<file path="src/rtl/calendar_key_ctrl.sv">
// calendar_key_ctrl
// Front-panel key controller for the calendar. Synchronizes and debounces
// the select/up/down push-buttons, tracks the edited field and produces
// one-hot increment/decrement pulses with hold-to-auto-repeat.
//
// Ports:
//   Clk        - system clock
//   Reset      - asynchronous active-high reset
//   set_en     - 1 = adjust mode enabled
//   key_sel    - raw select key (1 = pressed), rotates edited field
//   key_up     - raw up key (1 = pressed)
//   key_down   - raw down key (1 = pressed)
//   cnt_inc    - one-hot increment pulse (bit0 day, bit1 month, bit2 year)
//   cnt_dec    - one-hot decrement pulse, same encoding
//   field_sel  - one-hot edited field, 000 while set_en = 0
module calendar_key_ctrl #(
    parameter int DEBOUNCE_CYCLES = 1_000_000,
    parameter int REPEAT_DELAY    = 25_000_000,
    parameter int REPEAT_PERIOD   = 10_000_000
) (
    input  logic       Clk,
    input  logic       Reset,
    input  logic       set_en,
    input  logic       key_sel,
    input  logic       key_up,
    input  logic       key_down,
    output logic [2:0] cnt_inc,
    output logic [2:0] cnt_dec,
    output logic [2:0] field_sel
);

    localparam int DW   = (DEBOUNCE_CYCLES > 1) ? $clog2(DEBOUNCE_CYCLES) : 1;
    localparam int RMAX = (REPEAT_DELAY > REPEAT_PERIOD) ? REPEAT_DELAY : REPEAT_PERIOD;
    localparam int RW   = (RMAX > 1) ? $clog2(RMAX) : 1;

    localparam logic [DW-1:0] DB_LAST  = DW'(DEBOUNCE_CYCLES - 1);
    localparam logic [RW-1:0] RD_LAST  = RW'(REPEAT_DELAY - 1);
    localparam logic [RW-1:0] RP_LAST  = RW'(REPEAT_PERIOD - 1);

    // key index: 0 = select, 1 = up, 2 = down
    localparam int K_SEL  = 0;
    localparam int K_UP   = 1;
    localparam int K_DOWN = 2;

    typedef enum logic [1:0] {
        IDLE = 2'd0,
        HOLD = 2'd1,
        RPT  = 2'd2
    } state_t;

    logic [2:0]    raw_s;
    logic [2:0]    sync1_r;
    logic [2:0]    sync2_r;
    logic [2:0]    db_r;
    logic [2:0]    db_d_r;
    logic [2:0]    press_r;
    logic [2:0]    rise_s;
    logic [DW-1:0] dbcnt_r [3];
    logic [2:0]    fld_r;

    state_t        state_r, state_s;
    logic          dir_r, dir_s;       // 1 = up, 0 = down
    logic [RW-1:0] rcnt_r, rcnt_s;
    logic          pulse_s;
    logic          dir_held_s;
    logic          opp_rise_s;
    logic          exit_s;
    logic [2:0]    inc_r;
    logic [2:0]    dec_r;

    assign raw_s  = {key_down, key_up, key_sel};
    assign rise_s = db_r & ~db_d_r;

    // Two-flop synchronizer for the asynchronous raw keys
    always_ff @(posedge Clk or posedge Reset) begin
        if (Reset) begin
            sync1_r <= 3'b000;
            sync2_r <= 3'b000;
        end else begin
            sync1_r <= raw_s;
            sync2_r <= sync1_r;
        end
    end

    // Per-key debouncer: accept a new level after DEBOUNCE_CYCLES differing cycles
    always_ff @(posedge Clk or posedge Reset) begin
        if (Reset) begin
            db_r <= 3'b000;
            for (int k = 0; k < 3; k++) begin
                dbcnt_r[k] <= '0;
            end
        end else begin
            for (int k = 0; k < 3; k++) begin
                if (sync2_r[k] == db_r[k]) begin
                    dbcnt_r[k] <= '0;
                end else if (dbcnt_r[k] == DB_LAST) begin
                    db_r[k]    <= sync2_r[k];
                    dbcnt_r[k] <= '0;
                end else begin
                    dbcnt_r[k] <= dbcnt_r[k] + DW'(1);
                end
            end
        end
    end

    // Delayed debounced state and registered press (rising-edge) strobes
    always_ff @(posedge Clk or posedge Reset) begin
        if (Reset) begin
            db_d_r  <= 3'b000;
            press_r <= 3'b000;
        end else begin
            db_d_r  <= db_r;
            press_r <= rise_s;
        end
    end

    // Edited-field rotation; value is kept while adjust mode is off
    always_ff @(posedge Clk or posedge Reset) begin
        if (Reset) begin
            fld_r <= 3'b001;
        end else if (press_r[K_SEL] && set_en) begin
            fld_r <= {fld_r[1:0], fld_r[2]};
        end else begin
            fld_r <= fld_r;
        end
    end

    assign field_sel = set_en ? fld_r : 3'b000;

    // Abort conditions for an active hold: key released, other key pressed,
    // adjust mode left, or field changed
    always_comb begin
        dir_held_s = dir_r ? db_r[K_UP] : db_r[K_DOWN];
        opp_rise_s = dir_r ? rise_s[K_DOWN] : rise_s[K_UP];
        exit_s     = !set_en || press_r[K_SEL] || !dir_held_s || opp_rise_s;
    end

    // Repeat FSM next-state and pulse request
    always_comb begin
        state_s = state_r;
        dir_s   = dir_r;
        rcnt_s  = rcnt_r;
        pulse_s = 1'b0;
        case (state_r)
            IDLE: begin
                // A lone press edge with exactly one of up/down held starts a hold;
                // a select press in the same cycle takes priority
                if (set_en && !press_r[K_SEL] &&
                    (press_r[K_UP] ^ press_r[K_DOWN]) &&
                    (db_r[K_UP] ^ db_r[K_DOWN])) begin
                    pulse_s = 1'b1;
                    dir_s   = press_r[K_UP];
                    rcnt_s  = '0;
                    state_s = HOLD;
                end else begin
                    state_s = IDLE;
                end
            end
            HOLD: begin
                if (exit_s) begin
                    rcnt_s  = '0;
                    state_s = IDLE;
                end else if (rcnt_r == RD_LAST) begin
                    pulse_s = 1'b1;
                    rcnt_s  = '0;
                    state_s = RPT;
                end else begin
                    rcnt_s  = rcnt_r + RW'(1);
                end
            end
            RPT: begin
                if (exit_s) begin
                    rcnt_s  = '0;
                    state_s = IDLE;
                end else if (rcnt_r == RP_LAST) begin
                    pulse_s = 1'b1;
                    rcnt_s  = '0;
                end else begin
                    rcnt_s  = rcnt_r + RW'(1);
                end
            end
            default: begin
                rcnt_s  = '0;
                state_s = IDLE;
            end
        endcase
    end

    // Repeat FSM state and registered pulse outputs
    always_ff @(posedge Clk or posedge Reset) begin
        if (Reset) begin
            state_r <= IDLE;
            dir_r   <= 1'b0;
            rcnt_r  <= '0;
            inc_r   <= 3'b000;
            dec_r   <= 3'b000;
        end else begin
            state_r <= state_s;
            dir_r   <= dir_s;
            rcnt_r  <= rcnt_s;
            inc_r   <= (pulse_s && dir_s)  ? fld_r : 3'b000;
            dec_r   <= (pulse_s && !dir_s) ? fld_r : 3'b000;
        end
    end

    assign cnt_inc = inc_r;
    assign cnt_dec = dec_r;

endmodule

</file>
<file path="config.mk">
export PLATFORM = sky130hd
export DESIGN_NAME = calendar_key_ctrl
export DESIGN_NICKNAME = d
export VERILOG_FILES = /design/src/rtl/calendar_key_ctrl.sv
export SDC_FILE = /design/constraint.sdc
export NUM_CORES = 1
export LEC_CHECK = 0
export CELL_PAD_IN_SITES_DETAIL_PLACEMENT = 1
export CELL_PAD_IN_SITES_GLOBAL_PLACEMENT = 1
export CORE_MARGIN = 2
export CORE_UTILIZATION = 53
export CTS_CLUSTER_DIAMETER = 100
export DETAILED_ROUTE_END_ITERATION = 8
export GPL_TIMING_DRIVEN = 0
export HOLD_SLACK_MARGIN = 0.03
export PLACE_DENSITY = 0.81
export SLEW_MARGIN = 20
export SYNTH_ARGS = -nofsm -noshare
export SYNTH_HDL_FRONTEND = slang
export SYNTH_SLANG_ARGS = --single-unit
</file>
<file path="constraint.sdc">
create_clock -name Clk -period 10.3 [get_ports Clk]
set_input_delay 1.03 -clock Clk [delete_from_list [all_inputs] [get_ports Clk]]
set_output_delay 1.03 -clock Clk [all_outputs]
set_load 0.02 [all_outputs]
</file>
[Yosys cells after proc, flatten, opt, wreduce, memory -nomap -nowiden]
Cells that the tools add are included.
Word-level totals
  flip-flop bits (word level): 112
  output and inout bits: 9
Operators by class
  add/subtract/negate cells: 4
  equal/unequal tests: 13
  mux-type cells: 30
  bitwise gates (word level): 7
  reductions and logical operators: 18
Operators by type and width (number)
  $mux W25: 5
  $mux W20: 6
  $pmux W25 S3: 1
  $add A20 B1 Y20 const B: 3
  $eq A20 B20 Y1 const B: 3
  $add A25 B1 Y25 const B: 1
  $eq A25 B24 Y1 const B: 1
  $eq A25 B25 Y1 const B: 1
  $mux W1: 10
  $mux W3: 3
  $reduce_and A2 Y1: 4
  $logic_and A1 B1 Y1: 6
  $mux W2: 3
  $pmux W2 S3: 1
  $logic_not A1 Y1: 4
  $ne A2 B2 Y1 const B: 2
  $and A3 B3 Y3: 1
  $eq A1 B1 Y1: 3
  $logic_or A1 B1 Y1: 3
  $ne A3 B3 Y1 const B: 1
  $not A1 Y1: 3
  $not A3 Y3: 1
  $pmux W1 S3: 1
  $eq A2 B1 Y1 const B: 1
  other kinds (3): 4

[Logic depth before layout (Yosys ltp)]
Gate-level depths: netlist of the first run.
  depth after elaboration: 9
  mapped depth: 7
  gate-level depth less buffers: 6

[Worst setup path before layout of the first run]
Ideal clock, no wire load.
  path type: in2reg
  from: in set_en
  to: reg rcnt_r[11]
  library setup time: 0.137 ns
  arrival: 2.173 ns
  path slack: 7.990 ns
  cell stages on the path: 5
  buffers on the path: 2
  cell sequence: nand2b_1 > o31ai_2 > clkbuf_1 > clkbuf_1 > a21oi_1
On the way
  cells in the longest elaborated chain, start to end: 6
  elaborated cells between the ends (all ways): 11
  those cells by class: eq/ne (1); mux (3); reduce/logical (7)
Ends and longest elaborated chain
  start, declared: line 23  | input logic set_en,
  $logic_not A1 Y1: line 135  | exit_s = !set_en || press_r[K_SEL] || !dir_held_s || opp_rise_s;
  $logic_or A1 B1 Y1 (3 in a row): line 135
  $mux W25 (on tied branches): line 172, 160
  $pmux W25 S3: line 144  | case (state_r)
  end signal, assigned: line 200  | rcnt_r <= rcnt_s;
  end, declared: line 63  | logic [RW-1:0] rcnt_r, rcnt_s;
Parallel ways exist; a longest one is shown, timed or not.
A chain may end at the register's enable or synchronous reset.

[Worst setup path in the final report of the first run]
  from: in set_en
  to: out field_sel[0]
On the way
  cells in the longest elaborated chain, start to end: 1
Ends and longest elaborated chain
  $mux W3: line 128  | assign field_sel = set_en ? fld_r : 3'b000;
  end, declared: line 29  | output logic [2:0] field_sel
No other way between the ends.

==> results of run 1 <==
## area by class of cell
cell class	instances	share of cell area (%)
sequential	112	46.19
multi-input combinational	407	42.52
tap	136	2.803
timing repair buffer	15	2.762
clock buffer	10	2.102
clock inverter	6	1.505
inverter	17	1.134
buffer	14	0.9893
## report_power, final
| part | leakage, nW | internal [mW] | switching, mW | total [mW] |
|---|---|---|---|---|
| Clock | 0.111 | 0.138 | 0.156 | 0.294 |
| Combinational | 0.806 | 0.00699 | 0.0163 | 0.0233 |
| Sequential | 1.54 | 0.443 | 0.00399 | 0.447 |
| Total | 2.46 | 0.589 | 0.176 | 0.765 |
## synth_stat cells (all sizes together), types with 6 or more instances
cell type	n
clkbuf	10
nor2	80
inv	17
nor3	16
nor2b	7
xor2	19
xnor2	54
and2	6
ha	8
nor4	22
mux2	6
nand4	16
nand3	33
dfrtp	111
a21oi	17
and3	17
o21ai	7
nand2	45
## critical path: stages
cell and delay (ns):
clkdlybuf4s50_1 0.55, and2_1 0.16, clkdlybuf4s50_1 0.62
## registers in the layout, summed over array words and instances, names as in the netlist
name and flops:
cnt_dec 3, sync2_r 3, rcnt_r 25, db_r 3
sync1_r 3, cnt_inc 3, db_d_r 3, fld_r 3
state_r 2, press_r 3, dbcnt_r 60, dir_r 1
## logic make-up (layout without fill, tap and decap cells)
family                   after synthesis  in the layout  share of synthesized area (%)
AND/OR/NAND/NOR                      274            274                          26.01
flip-flops                           112            112                          50.90
XOR/XNOR                              73             73                          11.61
AO/OA/AOI/OAI                         44             44                          5.837
buffers and inverters                 31             62                          2.248
adder cells (fa/ha/maj)                8              8                          1.817
multiplexers                           8              8                          1.590
## path summary, 6_finish.rpt
| kind | start | end | slack (ns) | cells after the start |
|---|---|---|---|---|
| setup / recovery | set_en | field_sel[0] | 6.90 | 3 |
| hold / removal | sync1_r[0]$_DFF_PP0_ | sync2_r[0]$_DFF_PP0_ | 0.36 | 0 |
| setup reg to reg | db_r[1]$_DFFE_PP0P_ | rcnt_r[15]$_DFFE_PP0P_ | 7.76 | 5 |
| hold reg to reg | sync1_r[0]$_DFF_PP0_ | sync2_r[0]$_DFF_PP0_ | 0.36 | 0 |
| max in group asynchronous | Reset | rcnt_r[17]$_DFFE_PP0P_ | 8.62 | 3 |
| min in group asynchronous | Reset | dbcnt_r[6]$_DFF_PP0_ | 0.97 | 2 |
## per-stage QoR
step	power [mW]	area, µm²
final	0.7650	6071
after detailed placement	0.4805	5852
after CTS	0.7749	6071
after global placement	0.4775	5819
after global routing	0.7930	6071
after floorplan	0.4702	5509
## layer usage
metal / GRT usage, % / share of wire [%]
met2: 42.44 / 51
met1: 32.75 / 45
met3: 5.641 / 3.0
met4: 7.425 / 1.3
met5: 0 / 0
==> results.sh, run 1 <==
export IMPL_hpwl_um=8999
export IMPL_utilization_pct=59.61
export IMPL_async_flop_share_pct=100.0
export IMPL_setup_violations=0
export IMPL_htreeDepth=3
export IMPL_drv_slew=0
export IMPL_multi_input_area_mm2=0.002581
export IMPL_grt_max_degree=80
export IMPL_setup_tns_ns=0
export IMPL_syn_area_per_cell_um2=10.02
export IMPL_ant_nets=0
export IMPL_cts_tree="yes"
export IMPL_tightest_slew_ns=0.9004
export IMPL_drive_gt1_share_pct=7.229
export IMPL_fillers=1142
export IMPL_grt_pass1_wl_um=22140
export IMPL_fp_dieH_um=106.0
export IMPL_cts_root_buf="clkbuf_8"
export IMPL_antenna_found_initial=0
export IMPL_rsz0062_at_grt="false"
export IMPL_fin_cells=717
export IMPL_syn2layout_area_growth_pct=10.20
export IMPL_ir_drop_v=0.0001597
export IMPL_insertion_delay_ns=0.40
export IMPL_vias=4182
export IMPL_path_clk_slew_ns=0.09
export IMPL_criticalPathCategory="in -> out"
export IMPL_synth_edf_count=0
export IMPL_place_congestion=0.8336
export IMPL_gr_total_overflow=0
export IMPL_period_minus_slack_ns=3.398
export IMPL_die_w_um=106.0
export IMPL_leakage_nw=2.457
export IMPL_yosysUniqueCellTypes=51
export IMPL_holdCritPathClass="reg -> reg"
export IMPL_grt_pass1_vias=4442
export IMPL_antenna_cells=0
export IMPL_syn_nets=564
export IMPL_first_iter_violations=185
export IMPL_status="completed"
export IMPL_worstPathMaxFanout=6
export IMPL_drt_vias_per_instance=5.833
export IMPL_whs_ns=0.3557
export IMPL_finalWorstSetupSlack_ns=6.902
export IMPL_finalNetCount=590
export IMPL_dp_slack_ns=6.765
export IMPL_wire_per_inst_um=17.63
export IMPL_grt_total_usage_pct=25.18
export IMPL_relSlewSlack_pct=39.42
export IMPL_synth_seq_cells=112
export IMPL_die_area_mm2=0.01123
export IMPL_portBuffers=14
export IMPL_netlist_top_cell_by_area="dfrtp_1"
export IMPL_clk_path_buf_depth=2
export IMPL_synthTopCellsByArea="dfrtp_1, xnor2_1, nor2_1"
export IMPL_start_kind="input pin"
export IMPL_yosys_warnings=0
export IMPL_clock_sinks=112
export IMPL_hold_violations=0
export IMPL_syn_area_mm2=0.005509
export IMPL_synth_seq_area_share_pct=50.90
export IMPL_drc=0
export IMPL_dp_cells=701
export IMPL_finalCritPeriodShare_pct=32.99
export IMPL_fmax_mhz=294.3
export IMPL_seq_area_mm2=0.002804
export IMPL_post_cts_buffers=0
export IMPL_cp_arrival_ns=2.37
export IMPL_cap_violations=0
export IMPL_core_mm2=0.01018
export IMPL_rows=37
export IMPL_end_kind="output pin"
export IMPL_drt_total_wl_um=12640
export IMPL_ios=15
export IMPL_final_cell_mix="dfrtp_1, nor2_1, xnor2_1"
export IMPL_synth_top_area_share_pct=50.42
export IMPL_synthFlopType="dfrtp_1"
export IMPL_dr_pass1_iters=4
export IMPL_postSynthCellCount=550
export IMPL_skew_ns=0.01840
export IMPL_ctsResizeCount=0
export IMPL_final_common_cell="dfrtp_1"
export IMPL_powerDensity_mw_per_mm2=126.0
export IMPL_cts_hold_fix_buffers=0
export IMPL_cp_required_ns=9.27
export IMPL_start_util_pct=54.09
export IMPL_cts_buffers=9
Note: power is estimated with default switching activity, not from simulation.
==> run 2: changes to the inputs <==
CORE_UTILIZATION = 44   (was 53)
PLACE_DENSITY = 0.71   (was 0.81)
clock period = 2.8 ns   (was 10.3 ns; I/O delays follow)
==> run 2 against run 1 <==
First-iteration DRC count down 30%. Clock power rose to 4.7 times the previous value. Sequential share of layout area down 1.5 points. Core utilization down 7.7 points. Clock skew down 0.010 ns. Via count down 1.9%. Global-route usage down 5.1 points. Cell area up 3.5%. Non-clock buffer count up 3. Die area up 20%. Flip-flop and latch count unchanged.
==> results.sh, run 2 (synthesis results as in run 1) <==
export IMPL_status="completed"
export IMPL_end_kind="flop"
export IMPL_period_minus_slack_ns=2.582
export IMPL_ios=15
export IMPL_start_kind="flop"
export IMPL_grt_total_usage_pct=20.07
export IMPL_finalCritPeriodShare_pct=92.22
export IMPL_final_cell_mix="dfrtp_1, nor2_1, xnor2_1"
export IMPL_antenna_cells=0
export IMPL_cts_root_buf="clkbuf_16"
export IMPL_gr_total_overflow=0
export IMPL_cp_arrival_ns=2.80
export IMPL_die_area_mm2=0.01343
export IMPL_dp_slack_ns=-0.02175
export IMPL_cap_violations=0
export IMPL_clk_path_buf_depth=2
export IMPL_drc=0
export IMPL_die_w_um=115.9
export IMPL_largestRegisters="dbcnt_r (60), rcnt_r (25)"
export IMPL_first_iter_violations=129
export IMPL_syn2layout_area_growth_pct=14.01
export IMPL_finalNetCount=593
export IMPL_antenna_found_initial=0
export IMPL_clockPowerShare_pct=44.1
export IMPL_r2r_cells=7
export IMPL_power_mw=3.120
export IMPL_rows=40
export IMPL_pwr_share_seq_pct=52.8
export IMPL_grt_pass1_vias=4323
export IMPL_wire_per_inst_um=16.56
export IMPL_largest_register_ffs=60
export IMPL_cts_tree="yes"
export IMPL_drive_gt1_share_pct=7.705
export IMPL_leakage_nw=2.532
export IMPL_p_switching_mw=0.6982
export IMPL_drv_slew=0
export IMPL_relSlewSlack_pct=44.72
export IMPL_powerDensity_mw_per_mm2=496.8
export IMPL_ant_nets=0
export IMPL_dr_pass1_iters=4
export IMPL_htreeDepth=3
export IMPL_skew_ns=0.008126
export IMPL_fillers=1364
export IMPL_cp_required_ns=3.02
export IMPL_p_sw_share_pct=22.38
export IMPL_regToRegSetupSlack_ns=0.22
export IMPL_criticalPathCategory="reg -> reg"
export IMPL_tightest_slew_ns=0.8217
export IMPL_core_mm2=0.01211
export IMPL_portBuffers=14
export IMPL_drt_total_wl_um=12450
export IMPL_p_int_mw=2.422
export IMPL_cts_hold_fix_buffers=0
export IMPL_utilization_pct=51.86
export IMPL_fp_dieH_um=115.9
export IMPL_worstPathMaxFanout=10
export IMPL_top_register="dbcnt_r"
export IMPL_r2r_start="rcnt_r[0]$_DFFE_PP0P_"
export IMPL_grt_pass1_wl_um=21180
export IMPL_ir_drop_v=0.0003483
export IMPL_path_clk_slew_ns=0.07
export IMPL_combPwrFrac_pct=3.1
export IMPL_ctsResizeCount=0
export IMPL_hpwl_um=8873
export IMPL_vias=4102
export IMPL_holdCritPathClass="in -> async"
export IMPL_cts_buffers=9
export IMPL_reg2reg_to="rcnt_r[11]$_DFFE_PP0P_"
export IMPL_grt_max_degree=35
export IMPL_setup_violations=0
export IMPL_final_common_cell="dfrtp_1"
export IMPL_place_congestion=0.8104
export IMPL_finalWorstSetupSlack_ns=0.2179
export IMPL_insertion_delay_ns=0.36
export IMPL_drt_vias_per_instance=5.455
export IMPL_hold_violations=0
export IMPL_fmax_mhz=387.3
export IMPL_start_util_pct=45.49
export IMPL_rsz0062_at_grt="false"
export IMPL_clock_sinks=112
export IMPL_post_cts_buffers=0
-- run 2: cell types whose count changed in the layout (fill, tap and decap cells not counted), sizes merged --
cell,before,now
bufinv,2,1
clkbuf,20,22
buf,5,8
clkinvlp,0,1
clkinv,3,1
-- run 2: metal layers --
| metal | vias to the layer above | part of all wire (%) | global-route usage (%) |
|---|---|---|---|
| met3 | 16 | 2.2 | 4.916 |
| met5 | - | 0 | 0 |
| met1 | 2076 | 46 | 25.10 |
| met2 | 30 | 51 | 34.85 |
| met4 | 0 | 1.2 | 5.397 |
| li1 | 1980 | - | - |
-- run 2: power by group through the flow --
stage	Sequential (mW)	Clock, mW	Combinational [mW]
after CTS	1.65	1.42	0.103
after floorplan	1.67	0	0.0559
after global routing	1.65	1.48	0.113
after global placement	1.68	0	0.0809
after detailed placement	1.68	0	0.102
final	1.65	1.38	0.0979
-- run 2: worst max-delay path, cell delays in order, from the launching register on --
cell	delay, ns
dfrtp_1	0.41
ha_1	0.26
nand2_1	0.17
nor4_2	0.66
a211oi_4	0.24
o21ai_4	0.38
buf_4	0.24
a21oi_1	0.08
-- run 2: how the worst max path moves through the flow --
| stage | start | end | slack [ns] | depth (start not counted) |
|---|---|---|---|---|
| finish | rcnt_r[0]$_DFFE_PP0P_ | rcnt_r[11]$_DFFE_PP0P_ | 0.22 | 7 |
| detailed placement | set_en | rcnt_r[7]$_DFFE_PP0P_ | -0.02 | 6 |
| global placement | set_en | rcnt_r[7]$_DFFE_PP0P_ | 0.06 | 6 |
| floorplan | rcnt_r[22]$_DFFE_PP0P_ | rcnt_r[11]$_DFFE_PP0P_ | 0.74 | 6 |
| global route | rcnt_r[0]$_DFFE_PP0P_ | rcnt_r[18]$_DFFE_PP0P_ | 0.02 | 7 |
| CTS | rcnt_r[0]$_DFFE_PP0P_ | rcnt_r[11]$_DFFE_PP0P_ | 0.18 | 7 |
-- run 2: through the flow --
stage | cell area (µm²) | cells | TNS [ns] | hold slack, ns
after floorplan | 5513 | 550 | 0 | 0.3114
after global placement | 5863 | 732 | 0 | 0.3363
after detailed placement | 5966 | 736 | -0.09419 | 0.3363
after CTS | 6281 | 752 | 0 | 0.3064
after global routing | 6281 | 752 | 0 | 0.3285
final | 6281 | 752 | 0 | 0.2995
-- run 2: cell type report --
type | count | area (µm²) | area share [%]
Clock inverter | 4 | 58.81 | 0.9363
Buffer | 14 | 60.06 | 0.9562
Timing Repair Buffer | 18 | 242.7 | 3.865
Sequential cell | 112 | 2804 | 44.64
Multi-Input combinational cell | 407 | 2581 | 41.10
Clock buffer | 12 | 256.5 | 4.084
Inverter | 17 | 67.56 | 1.076
Tap cell | 168 | 210.2 | 3.347
==> RTL change, RTL diff (settings of run 2) <==
Register the output `cnt_dec` once more, without a reset; this adds one clock of latency there. The other outputs are not delayed to match.
--- a/src/rtl/calendar_key_ctrl.sv
+++ b/src/rtl/calendar_key_ctrl.sv
@@ -206,3 +206,5 @@
     assign cnt_inc = inc_r;
-    assign cnt_dec = dec_r;
+    always_ff @(posedge Clk) begin
+        cnt_dec <= dec_r;
+    end
 
Check against the original RTL: same outputs for any inputs over 10 cycles, from zero or initial values and one cycle with Reset high; that may be too few to reach the edited logic, so the function may still have changed.
==> RTL change against run 2 <==
  * Setup slack gained 0.044 ns
  * Final cell count is 3.5% lower
  * Sequential share of layout area rose by 0.49 points
  * Wire length decreased by 6.2%
  * Area after synthesis is 2.8% lower
  * Final area grew 1.0%
  * Sequential cell count up 3
  * Clock skew increased by 0.0010 ns
  * Via count is 5.5% lower
  * Synthesized cell count is 4.0% lower
  * Sequential power grew 2%
  * Worst hold slack worse by 0.077 ns
  * Total power up 23%
  * Critical endpoint is now rcnt_r[17]
  * Largest cell class unchanged
  * Largest power group is now clock
==> RTL change: results (changes against run 2) <==
The logs give 1 (+1) for the number of gates resized after cts and 580 (-2.2%) for the final layout net count. The wire length of the first global-routing pass came out at 20.40 mm (-3.7%). The multiplexer share of the synthesized area was 0.01659 (+0.0006944); the detailed placement HPWL was 7.957 mm (-10%).

The count of multi-input gates was 388 (-4.7%); the number of cells produced by synthesis was 528 (-4.0%). For the worst slack after detailed placement, the log shows -0.4500 ns (-0.4283 ns). The count of clock-net buffers in the final layout was 27 (+15); the setup skew after layout was 0.009145 ns (+0.001019 ns). By count the netlist is led by 111 x sky130_fd_sc_hd__dfrtp_1, 97 x sky130_fd_sc_hd__nor2_1, 39 x sky130_fd_sc_hd__xnor2_1. The routed length on met1 came out at 5.430 mm (-4.7%). For the number of buffers added by the clock tree synthesis step, the log shows 17 (+8). In the final layout, the registers with the most flip-flops are dbcnt_r: 60 flops, rcnt_r: 25 flops. The fraction of area in registers came out at 0.4513 (+0.004887). The run gives 11.69 mm (-6.2%) as the aggregate routed wire length.

The flop and latch count out of synthesis is 115 (+2.7%). The via count was 3877 (-5.5%); the setup slack of the worst register-to-register path was 0.26 ns (+0.04 ns). Per-cell via count in the routed design: 5.340 (-2.1%). The number of buffers other than clock buffers in the final layout came out at 29 (-9.4%). The run gives 2.83 ns (+0.03 ns) as the endpoint arrival time on the critical path. The share of final layout cell area taken by clock buffers and inverters is 0.08912 (+0.03892), and the final-layout non-clock buffer area share is 0.04239 (-0.005818). After synthesis, the cell types taking the most area are sky130_fd_sc_hd__dfrtp_1 52%, sky130_fd_sc_hd__nor2_1 6.8%, sky130_fd_sc_hd__xnor2_1 6.4%. The number of inverters outside the clock class in the layout came out at 15 (-2). The worst-skew pair later-pin latency was 0.41 ns (+0.05 ns).

Power in the clock group: 2.05 mW (+49%). The number of library cell types mapped by synthesis is 44 (-14%), and the number of fill cells is 1329 (-2.6%). The met2 layer wire length in the routed design is 5.821 mm (-8.0%), and the compound-gate portion of the synthesized area is 0.02875 (-0.02962).

The actual transition at the worst max-transition pin is 0.7432 ns (-0.07847 ns). Leakage power of the design: 2.766 nW (+9.2%). The net count after synthesis was 542 (-3.9%). The run finished with clean final reports. Fraction of synthesized cell area in xor and xnor cells: 0.1211 (+0.004999). The worst register-to-register path ends at rcnt_r[17]. The number of global-route vias before repair is 4294 (-0.67%), and the final critical-path share of the clock period is 0.9063 (-0.01588). The run gives 0 (unchanged) as the number of warnings reported in the yosys synthesis log. Async set or reset register ratio after synthesis: 0.9739 (-0.02609). The cell count of the worst reg-to-reg path is 9 (+2). The adder-cell share of the synthesized area came out at 0.01870 (+0.0005265). The peak supply drop is 0.4171 mV (+20%).
-- RTL change: per-stage QoR --
stage	setup TNS [ns]	util	cell area (µm²)	total power, mW	hold WS [ns]
after floorplan	0	-	5358	1.775	0.3114
after global placement	-3.429	0.4750	5682	1.804	0.3333
after detailed placement	-4.018	0.4800	5742	1.817	0.3293
after CTS	0	0.5274	6309	3.898	0.2216
after global routing	0	0.5305	6346	3.972	0.2578
final	0	0.5305	6346	3.839	0.2226
-- RTL change: how the worst min path moves through the flow --
stage                 endpoint  slack [ns]
finish              state_r[1]        0.22
floorplan           sync1_r[0]        0.31
global route        state_r[1]        0.26
CTS                 state_r[1]        0.22
detailed placement  cnt_dec[2]        0.33
global placement    cnt_dec[2]        0.33
-- RTL change: layer usage --
layer,up-vias,global-route usage
met1,1961,0.2473
met3,14,0.05770
li1,1875,-
met2,27,0.3365
met4,0,0.06504
met5,-,0
-- RTL change: worst max-delay path, stage by stage (launching register included) --
cell                       delay, ns
sky130_fd_sc_hd__dfrtp_1        0.39
sky130_fd_sc_hd__ha_1           0.19
sky130_fd_sc_hd__and3_1         0.22
sky130_fd_sc_hd__nand3_1        0.18
sky130_fd_sc_hd__nor4_2         0.36
sky130_fd_sc_hd__o22a_2         0.31
sky130_fd_sc_hd__and2_1         0.15
sky130_fd_sc_hd__clkbuf_1       0.25
sky130_fd_sc_hd__buf_2          0.28
sky130_fd_sc_hd__nor2_1         0.08
-- RTL change: logic make-up (layout without fill, tap and decap cells) --
family,after synthesis,after routing
and+or+nand+nor,275,275
DFF,115,115
xor gates and xnor gates,74,74
buffers and inverters,25,76
AOI/OAI and AO/OA,23,23
adders and majority gates,8,8
muxes,8,8
